==> src/rtl/fp_mul_pack_if.sv <==
// fp_mul_pack_if: handshake/data bundle between the bfloat16 multiplier, the
// result pack stage and its downstream consumer.
//   in_valid/in_ready : upstream handshake carrying op1_raw/op2_raw and the
//                       unpacked multiplier result (mul_sign/exp/frac/overflow)
//   out_valid/out_ready: downstream handshake carrying out_data/out_exc
// slave  : view used by the pack stage.
// master : view used by the upstream/downstream environment.
interface fp_mul_pack_if;
  logic        in_valid;
  logic        in_ready;
  logic [15:0] op1_raw;
  logic [15:0] op2_raw;
  logic        mul_sign;
  logic [7:0]  mul_exp;
  logic [6:0]  mul_frac;
  logic        mul_overflow;
  logic        out_valid;
  logic        out_ready;
  logic [15:0] out_data;
  logic [1:0]  out_exc;

  modport slave (
    input  in_valid, op1_raw, op2_raw, mul_sign, mul_exp, mul_frac,
           mul_overflow, out_ready,
    output in_ready, out_valid, out_data, out_exc
  );

  modport master (
    output in_valid, op1_raw, op2_raw, mul_sign, mul_exp, mul_frac,
           mul_overflow, out_ready,
    input  in_ready, out_valid, out_data, out_exc
  );
endinterface

==> src/rtl/fp_mul_pack.sv <==
// fp_mul_pack: bfloat16 multiplier result stage. Resolves NaN/Inf/Zero special
// cases from the original operands, packs the 16-bit result and buffers it,
// together with its {invalid, overflow} bits, in a DEPTH-entry FIFO.
// Ports:
//   clk, rst_n      : clock, asynchronous active-low reset
//   bus (slave)     : input/output valid-ready handshakes and data
//   flag_clr        : clears the sticky exception flags (a same-cycle set wins)
//   flag_overflow   : sticky overflow flag
//   flag_invalid    : sticky invalid flag
module fp_mul_pack #(
  parameter int unsigned DEPTH = 2,
  parameter logic [15:0] QNAN  = 16'h7FC0
) (
  input  logic               clk,
  input  logic               rst_n,
  fp_mul_pack_if.slave       bus,
  input  logic               flag_clr,
  output logic               flag_overflow,
  output logic               flag_invalid
);

  localparam int unsigned AW = (DEPTH > 1) ? $clog2(DEPTH) : 1;
  localparam logic [AW:0] CNT_FULL = (AW + 1)'(DEPTH);

  typedef enum logic [1:0] {
    CL_NORM,
    CL_ZERO,
    CL_INF,
    CL_NAN
  } cls_e;

  function automatic cls_e classify(input logic [15:0] v);
    if (v[14:7] == 8'hFF) return (v[6:0] != 7'h0) ? CL_NAN : CL_INF;
    if (v[14:7] == 8'h00) return CL_ZERO;   // subnormals flush to zero
    return CL_NORM;
  endfunction

  logic [AW-1:0] r_wptr;
  logic [AW-1:0] r_rptr;
  logic [AW:0]   r_count;
  logic [15:0]   r_data [DEPTH];
  logic [1:0]    r_exc  [DEPTH];
  logic          r_flag_ovf;
  logic          r_flag_inv;

  cls_e          w_c1;
  cls_e          w_c2;
  logic          w_sign;
  logic [15:0]   w_word;
  logic          w_inv;
  logic          w_ovf;
  logic          w_in_ready;
  logic          w_out_valid;
  logic          w_push;
  logic          w_pop;

  // Special-case resolution in priority order.
  always_comb begin
    w_c1   = classify(bus.op1_raw);
    w_c2   = classify(bus.op2_raw);
    w_sign = bus.op1_raw[15] ^ bus.op2_raw[15];
    w_word = {bus.mul_sign, bus.mul_exp, bus.mul_frac};
    w_inv  = 1'b0;
    w_ovf  = 1'b0;
    if (w_c1 == CL_NAN || w_c2 == CL_NAN) begin
      w_word = QNAN;
      w_inv  = 1'b1;
    end else if ((w_c1 == CL_INF && w_c2 == CL_ZERO) ||
                 (w_c1 == CL_ZERO && w_c2 == CL_INF)) begin
      w_word = QNAN;
      w_inv  = 1'b1;
    end else if (w_c1 == CL_INF || w_c2 == CL_INF) begin
      w_word = {w_sign, 8'hFF, 7'h0};
    end else if (w_c1 == CL_ZERO || w_c2 == CL_ZERO) begin
      w_word = {w_sign, 15'h0};
    end else if (bus.mul_overflow) begin
      w_word = {w_sign, 8'hFF, 7'h0};
      w_ovf  = 1'b1;
    end
  end

  // Handshake status comes only from the registered count.
  assign w_in_ready  = (r_count != CNT_FULL);
  assign w_out_valid = (r_count != '0);
  assign w_push      = bus.in_valid && w_in_ready;
  assign w_pop       = w_out_valid && bus.out_ready;

  always_ff @(posedge clk or negedge rst_n) begin
    if (!rst_n) begin
      r_wptr     <= '0;
      r_rptr     <= '0;
      r_count    <= '0;
      r_flag_ovf <= 1'b0;
      r_flag_inv <= 1'b0;
      for (int unsigned i = 0; i < DEPTH; i++) begin
        r_data[i] <= '0;
        r_exc[i]  <= '0;
      end
    end else begin
      if (w_push) begin
        r_data[r_wptr] <= w_word;
        r_exc[r_wptr]  <= {w_inv, w_ovf};
        r_wptr         <= r_wptr + 1'b1;
      end
      if (w_pop) begin
        r_rptr <= r_rptr + 1'b1;
      end
      case ({w_push, w_pop})
        2'b10:   r_count <= r_count + 1'b1;
        2'b01:   r_count <= r_count - 1'b1;
        default: r_count <= r_count;
      endcase
      // Set has priority over a simultaneous clear.
      r_flag_ovf <= (r_flag_ovf & ~flag_clr) | (w_push & w_ovf);
      r_flag_inv <= (r_flag_inv & ~flag_clr) | (w_push & w_inv);
    end
  end

  assign bus.in_ready  = w_in_ready;
  assign bus.out_valid = w_out_valid;
  assign bus.out_data  = r_data[r_rptr];
  assign bus.out_exc   = r_exc[r_rptr];
  assign flag_overflow = r_flag_ovf;
  assign flag_invalid  = r_flag_inv;

endmodule
==> src/flat_wrapper.sv <==
// flat-port wrapper written by rule: the top's interface ports become plain ports
module fp_mul_pack_flat 
#(
  parameter int unsigned DEPTH = 2,
  parameter logic [15:0] QNAN  = 16'h7FC0
)
  (clk, rst_n, flag_clr, flag_overflow, flag_invalid, bus_in_valid, bus_op1_raw, bus_op2_raw, bus_mul_sign, bus_mul_exp, bus_mul_frac, bus_mul_overflow, bus_out_ready, bus_in_ready, bus_out_valid, bus_out_data, bus_out_exc);
  fp_mul_pack_if bus_i ();
  input  logic clk;
  input  logic rst_n;
  input  logic flag_clr;
  output logic flag_overflow;
  output logic flag_invalid;
  input wire logic [$bits(bus_i.in_valid)-1:0] bus_in_valid;
  input wire logic [$bits(bus_i.op1_raw)-1:0] bus_op1_raw;
  input wire logic [$bits(bus_i.op2_raw)-1:0] bus_op2_raw;
  input wire logic [$bits(bus_i.mul_sign)-1:0] bus_mul_sign;
  input wire logic [$bits(bus_i.mul_exp)-1:0] bus_mul_exp;
  input wire logic [$bits(bus_i.mul_frac)-1:0] bus_mul_frac;
  input wire logic [$bits(bus_i.mul_overflow)-1:0] bus_mul_overflow;
  input wire logic [$bits(bus_i.out_ready)-1:0] bus_out_ready;
  output wire logic [$bits(bus_i.in_ready)-1:0] bus_in_ready;
  output wire logic [$bits(bus_i.out_valid)-1:0] bus_out_valid;
  output wire logic [$bits(bus_i.out_data)-1:0] bus_out_data;
  output wire logic [$bits(bus_i.out_exc)-1:0] bus_out_exc;
  assign bus_i.in_valid = bus_in_valid;
  assign bus_i.op1_raw = bus_op1_raw;
  assign bus_i.op2_raw = bus_op2_raw;
  assign bus_i.mul_sign = bus_mul_sign;
  assign bus_i.mul_exp = bus_mul_exp;
  assign bus_i.mul_frac = bus_mul_frac;
  assign bus_i.mul_overflow = bus_mul_overflow;
  assign bus_i.out_ready = bus_out_ready;
  assign bus_in_ready = bus_i.in_ready;
  assign bus_out_valid = bus_i.out_valid;
  assign bus_out_data = bus_i.out_data;
  assign bus_out_exc = bus_i.out_exc;
  fp_mul_pack #(.DEPTH(DEPTH), .QNAN(QNAN)) u_core (.clk(clk), .rst_n(rst_n), .bus(bus_i), .flag_clr(flag_clr), .flag_overflow(flag_overflow), .flag_invalid(flag_invalid));
endmodule
==> config.mk <==
export PLATFORM = sky130hd
export DESIGN_NAME = fp_mul_pack_flat
export DESIGN_NICKNAME = d
export VERILOG_FILES = /design/src/rtl/fp_mul_pack_if.sv /design/src/rtl/fp_mul_pack.sv /design/src/flat_wrapper.sv
export SDC_FILE = /design/constraint.sdc
export NUM_CORES = 1
export LEC_CHECK = 0
export CAP_MARGIN = 20
export CORE_MARGIN = 3
export CORE_UTILIZATION = 48
export DETAILED_ROUTE_END_ITERATION = 16
export GPL_TIMING_DRIVEN = 0
export PLACE_DENSITY = 0.85
export SLEW_MARGIN = 20
export SYNTH_ARGS = -nofsm -noshare
export SYNTH_HDL_FRONTEND = slang
export SYNTH_SLANG_ARGS = --single-unit
export TNS_END_PERCENT = 30
==> constraint.sdc <==
create_clock -name clk -period 2.5 [get_ports clk]
set_input_delay 0.5 -clock clk [delete_from_list [all_inputs] [get_ports clk]]
set_output_delay 0.5 -clock clk [all_outputs]
set_load 0.005 [all_outputs]
==> flow_summary_export.csv, run 1 <==
group,metric,value,unit
timing,final-max-slew-violation-count,0,
timing,finalSetupViolCount,0,
synthesis,seq_area_frac_synth,49.4,%
floorplan,initial_utilization,51.4,%
worst_setup_path,timing.rr.end,"u_core.r_exc[0]",
placement,hpwlAfterDp,3.89,mm
global_routing,antenna_found_initial,0,
global_routing,grt-ovfl-total,0,
power_and_ir_drop,seqPwrFrac,37.3,%
placement,portBuffers,75,
drt,viasPerCell,5.53,
worst_setup_path,crit_path_max_fanout,10,
cells_and_area,fin_cells,334,
floorplan,fp.dieW,72.6,um
worst_setup_path,cp.depth,7,
timing,worst_pin_slew,0.651,ns
cts,cts_tree,"built",
global_routing,grt_pass1_wl,9.11,mm
floorplan,core,4140,um2
worst_setup_path,end_kind,"register",
worst_setup_path,crit_chain,"clkdlybuf4s50_1 > or4_1 > or2_1 > nand2_1 > buf_4 > nor4bb_1 > mux2_2",
worst_setup_path,cp.required,2.68,ns
worst_setup_path,cpMaxStageDelayCell,"or4_1",
power_and_ir_drop,p_leak,1.32,nW
power_and_ir_drop,ir_drop,0.685,mV
synthesis,synth_area,2130,um2
global_routing,grt_max_degree,28,
synthesis,yosysUniqueCellTypes,37,
worst_setup_path,reg2reg_from,"u_core.r_count[0]",
power_and_ir_drop,p_per_area,1040,nW/um2
cells_and_area,num-fill-cells,293,
synthesis,ys_seq_elements,42,
synthesis,syn_nets,254,
timing,fin_setup_tns,0,ns
timing,finClkSkew,0.0106,ns
drt,wire_per_inst,15.8,um
timing,slew_headroom,56.4,%
worst_setup_path,critPathLaunchType,"input port",
power_and_ir_drop,pwr-share-comb,48.2,%
placement,place_inst,325,
power_and_ir_drop,p_int,2.18,mW
placement,post-place-ws,-0.198,ns
global_routing,grt_pass1_vias,1967,
power_and_ir_drop,pwr-share-clk,14.4,%
timing,final.period_utilization,92.7,%
timing,hold_viol_final,0,
cells_and_area,n_antenna_cell,0,
drt,vias,1848,
worst_setup_path,r2r_slack,0.60,ns
power_and_ir_drop,p_sw,1.01,mW
timing,setup_slack,0.183,ns
cts,cts_max_level,2,
timing,period_needed,2.32,ns
synthesis,yosysWarnings,0,
floorplan,die_h,72.6,um
drt,drt_iter0_drc,88,
synthesis,synth_area_per_cell,10.7,um2
worst_setup_path,slowest_delay,0.53,ns
cts,clock_sinks,42,
floorplan,io_pins,76,
cells_and_area,layout_commonest_cell,"clkdlybuf4s50_1",
worst_setup_path,critPathBufInv,2,
cells_and_area,fin_nets,338,
floorplan,num_rows,23,
drt,drt_wl_total,5.27,mm
cells_and_area,final_cell_mix,"clkdlybuf4s50_1 (74), dfrtp_1 (41), mux2_2 (30), nand2_1 (24), o21ai_0 (18)",
run_status,status,"finished clean",
cts,root_buffer,"clkbuf_8",
cts,cts_buffers,5,
global_routing,track_usage,21.9,%
cts,clk_pin_slew,0.08,ns
placement,gp_congestion,0.739,
cells_and_area,areaGrowthSynthToFinish,44.2,%
worst_setup_path,worstRegToRegCells,6,
floorplan,dieArea,5270,um2
drt,drc,0,
cells_and_area,drive_gt1_share,18.7,%
cts,clk_path_buf_depth,2,
synthesis,syn_inst,199,
run,cap_violations,0,
power_and_ir_drop,p_sw_share,31.7,%
timing,rsz0062_at_grt,"false",
worst_setup_path,crit_family,"simple AND/OR/NAND/NOR gates",
drt,drt_pass1_iterations,4,
hold_path,min_path_type,"in -> async",
worst_setup_path,arrival,2.50,ns
worst_setup_path,worst-setup-path-type,"in -> reg",
timing,fmax,0.432,GHz
worst_setup_path,cp-startpoint,"bus_op2_raw[11]",
cts,clkLatencyLatePin,0.30,ns
drt,postRouteAntennaNets,0,
-- worst max-delay path by stage --
stage	to	slack, ns
after floorplan	u_core.r_data[31]	0.46
after global placement	bus_out_data[10]	-0.19
after detailed placement	bus_out_data[10]	-0.20
after CTS	bus_out_data[10]	0.02
after global routing	u_core.r_data[20]	0.1
final	u_core.r_data[20]	0.18
-- cells by family (layout without fill, tap and decap cells) --
family,count (synthesis),in the layout,synth area share [%]
adders and majority gates,1,1,0.587
xor gates and xnor gates,5,5,2.06
muxes,31,31,16.6
and+or+nand+nor,69,69,17.7
AOI/OAI and AO/OA,38,38,11.2
buffers and inverters,13,98,2.47
DFF,42,42,49.4
-- per-stage QoR --
step                cell area (um2)  util [%]  hold WS [ns]  total power [mW]
finish                         3070      74.1         0.122              3.19
CTS                            3050      73.6         0.129              3.17
detailed placement             2960      71.4         0.448              2.70
floorplan                      2130         -         0.204              1.94
global route                   3070      74.1         0.136              3.42
global placement               2940      71.0         0.456              2.65
-- cells in the mapped netlist --
master | n | area [um2]
dfrtp_1 | 42 | 1050
mux2_2 | 30 | 338
nand2_1 | 24 | 90.1
o21ai_0 | 18 | 90.1
nor2_1 | 16 | 60.1
clkbuf_1 | 9 | 33.8
o21a_1 | 8 | 60.1
nor4bb_1 | 6 | 60.1
a22o_1 | 3 | 26.3
nand4_1 | 3 | 18.8
or4_1 | 3 | 22.5
xor2_1 | 3 | 26.3
a21oi_1 | 2 | 10.0
and2_1 | 2 | 12.5
inv_1 | 2 | 7.51
nor3_1 | 2 | 10.0
nor4_1 | 2 | 12.5
o211ai_1 | 2 | 15.0
o21ai_1 | 2 | 10.0
or2_2 | 2 | 12.5
xnor2_1 | 2 | 17.5
a32o_1 | 1 | 10.0
a41oi_1 | 1 | 8.76
and4_1 | 1 | 8.76
and4_2 | 1 | 10.0
and4_4 | 1 | 11.3
buf_1 | 1 | 3.75
buf_4 | 1 | 7.51
ha_1 | 1 | 12.5
mux2_4 | 1 | 15.0
nand2b_1 | 1 | 6.26
nand3_1 | 1 | 5.00
nand4bb_1 | 1 | 11.3
o2bb2ai_1 | 1 | 8.76
or2_1 | 1 | 6.26
or2_4 | 1 | 8.76
or4_4 | 1 | 11.3
-- sequential cells by signal (all words and copies together), names as in the netlist --
| name | count |
|---|---|
| u_core.flag_invalid | 1 |
| u_core.r_exc | 4 |
| u_core.r_wptr | 1 |
| u_core.r_data | 32 |
| u_core.flag_overflow | 1 |
| u_core.r_rptr | 1 |
| u_core.r_count | 2 |
-- per-layer routing --
layer	up-vias	part of all wire [%]	global-route usage [%]
met5	-	0	0
met4	0	1.4	5.33
met3	11	6.0	5.37
met2	67	47	36.3
met1	889	45	29.1
li1	881	-	-
-- area by class of cell --
type / count / area (um2) / area share [%]
inverter: 2 / 7.51 / 0.244
sequential: 42 / 1050 / 34.3
multi-input combinational: 144 / 1030 / 33.4
tap: 50 / 62.6 / 2.04
clock inverter: 2 / 12.5 / 0.407
clock buffer: 6 / 82.6 / 2.69
timing repair buffer: 78 / 781 / 25.4
buffer: 10 / 46.3 / 1.51
-- power groups by stage --
stage               Sequential (mW)  Combinational [mW]  Clock [mW]
floorplan                      1.13               0.809           0
global placement               1.17                1.48           0
finish                         1.19                1.54       0.460
global route                   1.23                1.70       0.487
CTS                            1.21                1.50       0.463
detailed placement             1.18                1.52           0
-- worst register-to-register path, stage by stage, from the launching register on --
cell and delay (ns):
dfrtp_1 0.42, nand2b_1 0.22, nand3_1 0.12, clkbuf_1 0.41, clkbuf_1 0.43, nand2_1 0.12
o21ai_0 0.10
-- what timing repair did --
action                                  in CTS  in global routing
hold buffers                                 0                  0
endpoints found under the setup margin       9                 11
resized for setup                            2                  3
buffers inserted                             0                  2
No activity file was read; power rests on OpenSTA's default activity.
==> inputs of run 2 (changes only) <==
- PLACE_DENSITY: 0.85 -> not set
- PLACE_DENSITY_LB_ADDON: not set -> 0.3
==> flow_summary_export.csv, run 2 (synthesis results as in run 1) <==
group,metric,value,unit
worst_setup_path,worst-setup-path-type,"in -> reg",
timing,final-max-slew-violation-count,0,
drt,drc,0,
placement,post-place-ws,-0.204,ns
floorplan,initial_utilization,51.4,%
drt,vias,1811,
power_and_ir_drop,seqPwrFrac,37.6,%
drt,postRouteAntennaNets,0,
worst_setup_path,crit_path_max_fanout,10,
drt,wire_per_inst,15.2,um
worst_setup_path,reg2reg_from,"u_core.r_count[0]",
placement,placed_area,2960,um2
worst_setup_path,timing.rr.end,"u_core.r_data[7]",
power_and_ir_drop,p_per_area,1030,nW/um2
cells_and_area,drive_gt1_share,17.7,%
cells_and_area,n_antenna_cell,0,
cts,cts_max_level,2,
power_and_ir_drop,p_sw,970,uW
cts,cts_tree,"built",
timing,slew_headroom,55.5,%
global_routing,antenna_found_initial,0,
worst_setup_path,r2r_slack,0.60,ns
cells_and_area,top_register,"u_core.r_data",
cells_and_area,final_cell_mix,"clkdlybuf4s50_1 (74), dfrtp_1 (41), mux2_2 (30), nand2_1 (24), o21ai_0 (18)",
power_and_ir_drop,pwr-share-comb,48.0,%
placement,place_inst,325,
cts,clkLatencyLatePin,0.30,ns
drt,viasPerCell,5.44,
timing,fmax,0.430,GHz
cells_and_area,largest_registers,"u_core.r_data: 32 flops, u_core.r_exc: 4 flops, u_core.r_count: 2 flops",
floorplan,core,4140,um2
power_and_ir_drop,p_leak,1.31,nW
cells_and_area,num-fill-cells,328,
cells_and_area,fin_cells,333,
placement,hpwlAfterDp,3.87,mm
floorplan,fp.dieW,72.6,um
cells_and_area,final_util,73.8,%
drt,drt_pass1_iterations,4,
cells_and_area,fin_nets,337,
cts,clk_path_buf_depth,2,
timing,hold_viol_final,0,
drt,drt_wl_total,5.06,mm
timing,finalSetupViolCount,0,
global_routing,track_usage,21.7,%
floorplan,die_h,72.6,um
power_and_ir_drop,ir_drop,0.403,mV
drt,drt_iter0_drc,97,
timing,finClkSkew,0.00476,ns
cells_and_area,layout_commonest_cell,"clkdlybuf4s50_1",
worst_setup_path,cp.required,2.69,ns
global_routing,grt_max_degree,33,
worst_setup_path,end_kind,"register",
run_status,status,"finished clean",
worst_setup_path,critPathLaunchType,"input port",
global_routing,grt_pass1_vias,2019,
timing,setup_slack,0.173,ns
cells_and_area,areaGrowthSynthToFinish,43.6,%
floorplan,io_pins,76,
power_and_ir_drop,pwr-share-clk,14.4,%
placement,portBuffers,75,
power_and_ir_drop,p_sw_share,30.9,%
cts,clk_pin_slew,0.08,ns
cts,root_buffer,"clkbuf_8",
floorplan,dieArea,5270,um2
cts,cts_buffers,5,
global_routing,grt_pass1_wl,8.82,mm
power_and_ir_drop,p_int,2.17,mW
run,cap_violations,0,
cells_and_area,largest_reg_flops,32,
worst_setup_path,arrival,2.51,ns
cells_and_area,fin_area,3060,um2
placement,gp_congestion,0.722,
worst_setup_path,worstRegToRegCells,6,
timing,rsz0062_at_grt,"false",
timing,period_needed,2.33,ns
global_routing,grt-ovfl-total,0,
timing,final.period_utilization,93.1,%
floorplan,num_rows,23,
cts,clock_sinks,42,
timing,worst_pin_slew,0.665,ns
hold_path,min_path_type,"in -> async",
run 2: cell types whose count changed in the layout (fill, tap and decap cells not counted), sizes merged:
cell,change
buf,-1
clkbuf,+1
clkinvlp,-1
run 2: how the worst max path moves through the flow:
stage | startpoint | endpoint | slack (ns) | cells past startpoint
finish | bus_op2_raw[11] | u_core.r_data[21] | 0.17 | 7
floorplan | bus_op1_raw[12] | u_core.r_data[31] | 0.46 | 5
detailed placement | u_core.r_rptr | bus_out_data[14] | -0.20 | 4
CTS | u_core.r_rptr | bus_out_data[14] | 0.003 | 3
global placement | u_core.r_rptr | bus_out_data[14] | -0.21 | 4
global route | bus_op1_raw[11] | u_core.r_data[21] | 0.02 | 7
run 2: stage by stage:
step	setup TNS, ns	hold WS, ns	power, mW
6_report	0	0.0660	3.14
5_1_grt	0	0.0729	3.38
4_1_cts	0	0.0659	3.15
3_5_place_dp	-3.15	0.389	2.70
3_3_place_gp	-7.36	0.456	2.65
2_1_floorplan	0	0.204	1.94
run 2: repair_timing:
action	4_1_cts	5_1_grt
hold buffers	0	0
resized for setup	2	1
setup buffers	0	1
endpoints found under the setup margin	18	9
run 2: cell type report:
class | count | area [um2] | area share (%)
sequential | 42 | 1050 | 34.4
multi-input combinational | 144 | 1030 | 33.6
timing repair buffer | 77 | 773 | 25.3
clock buffer | 7 | 86.3 | 2.82
tap | 50 | 62.6 | 2.05
buffer | 10 | 45.0 | 1.47
inverter | 2 | 7.51 | 0.245
clock inverter | 1 | 5.00 | 0.164
run 2: critical path: stages:
cell and delay [ns]:
clkdlybuf4s50_1 0.41, or4_1 0.56, or2_1 0.29, nand2_1 0.17, buf_4 0.21, nor4bb_1 0.08, mux2_2 0.28
run 2: per-layer routing:
metal  routed length (um)  track usage [%]  up-vias
li1                     -                -      885
met1                 2060             26.3      852
met2                 2530             36.9       67
met3                  382             5.65        7
met4                   83             7.99        0
met5                    0                0        -
run 2: power groups by stage:
stage | clock [mW] | combinational, mW | sequential (mW)
5_1_grt | 0.481 | 1.68 | 1.23
6_report | 0.452 | 1.51 | 1.18
3_5_place_dp | 0 | 1.51 | 1.18
3_3_place_gp | 0 | 1.48 | 1.17
4_1_cts | 0.458 | 1.48 | 1.21
2_1_floorplan | 0 | 0.809 | 1.13
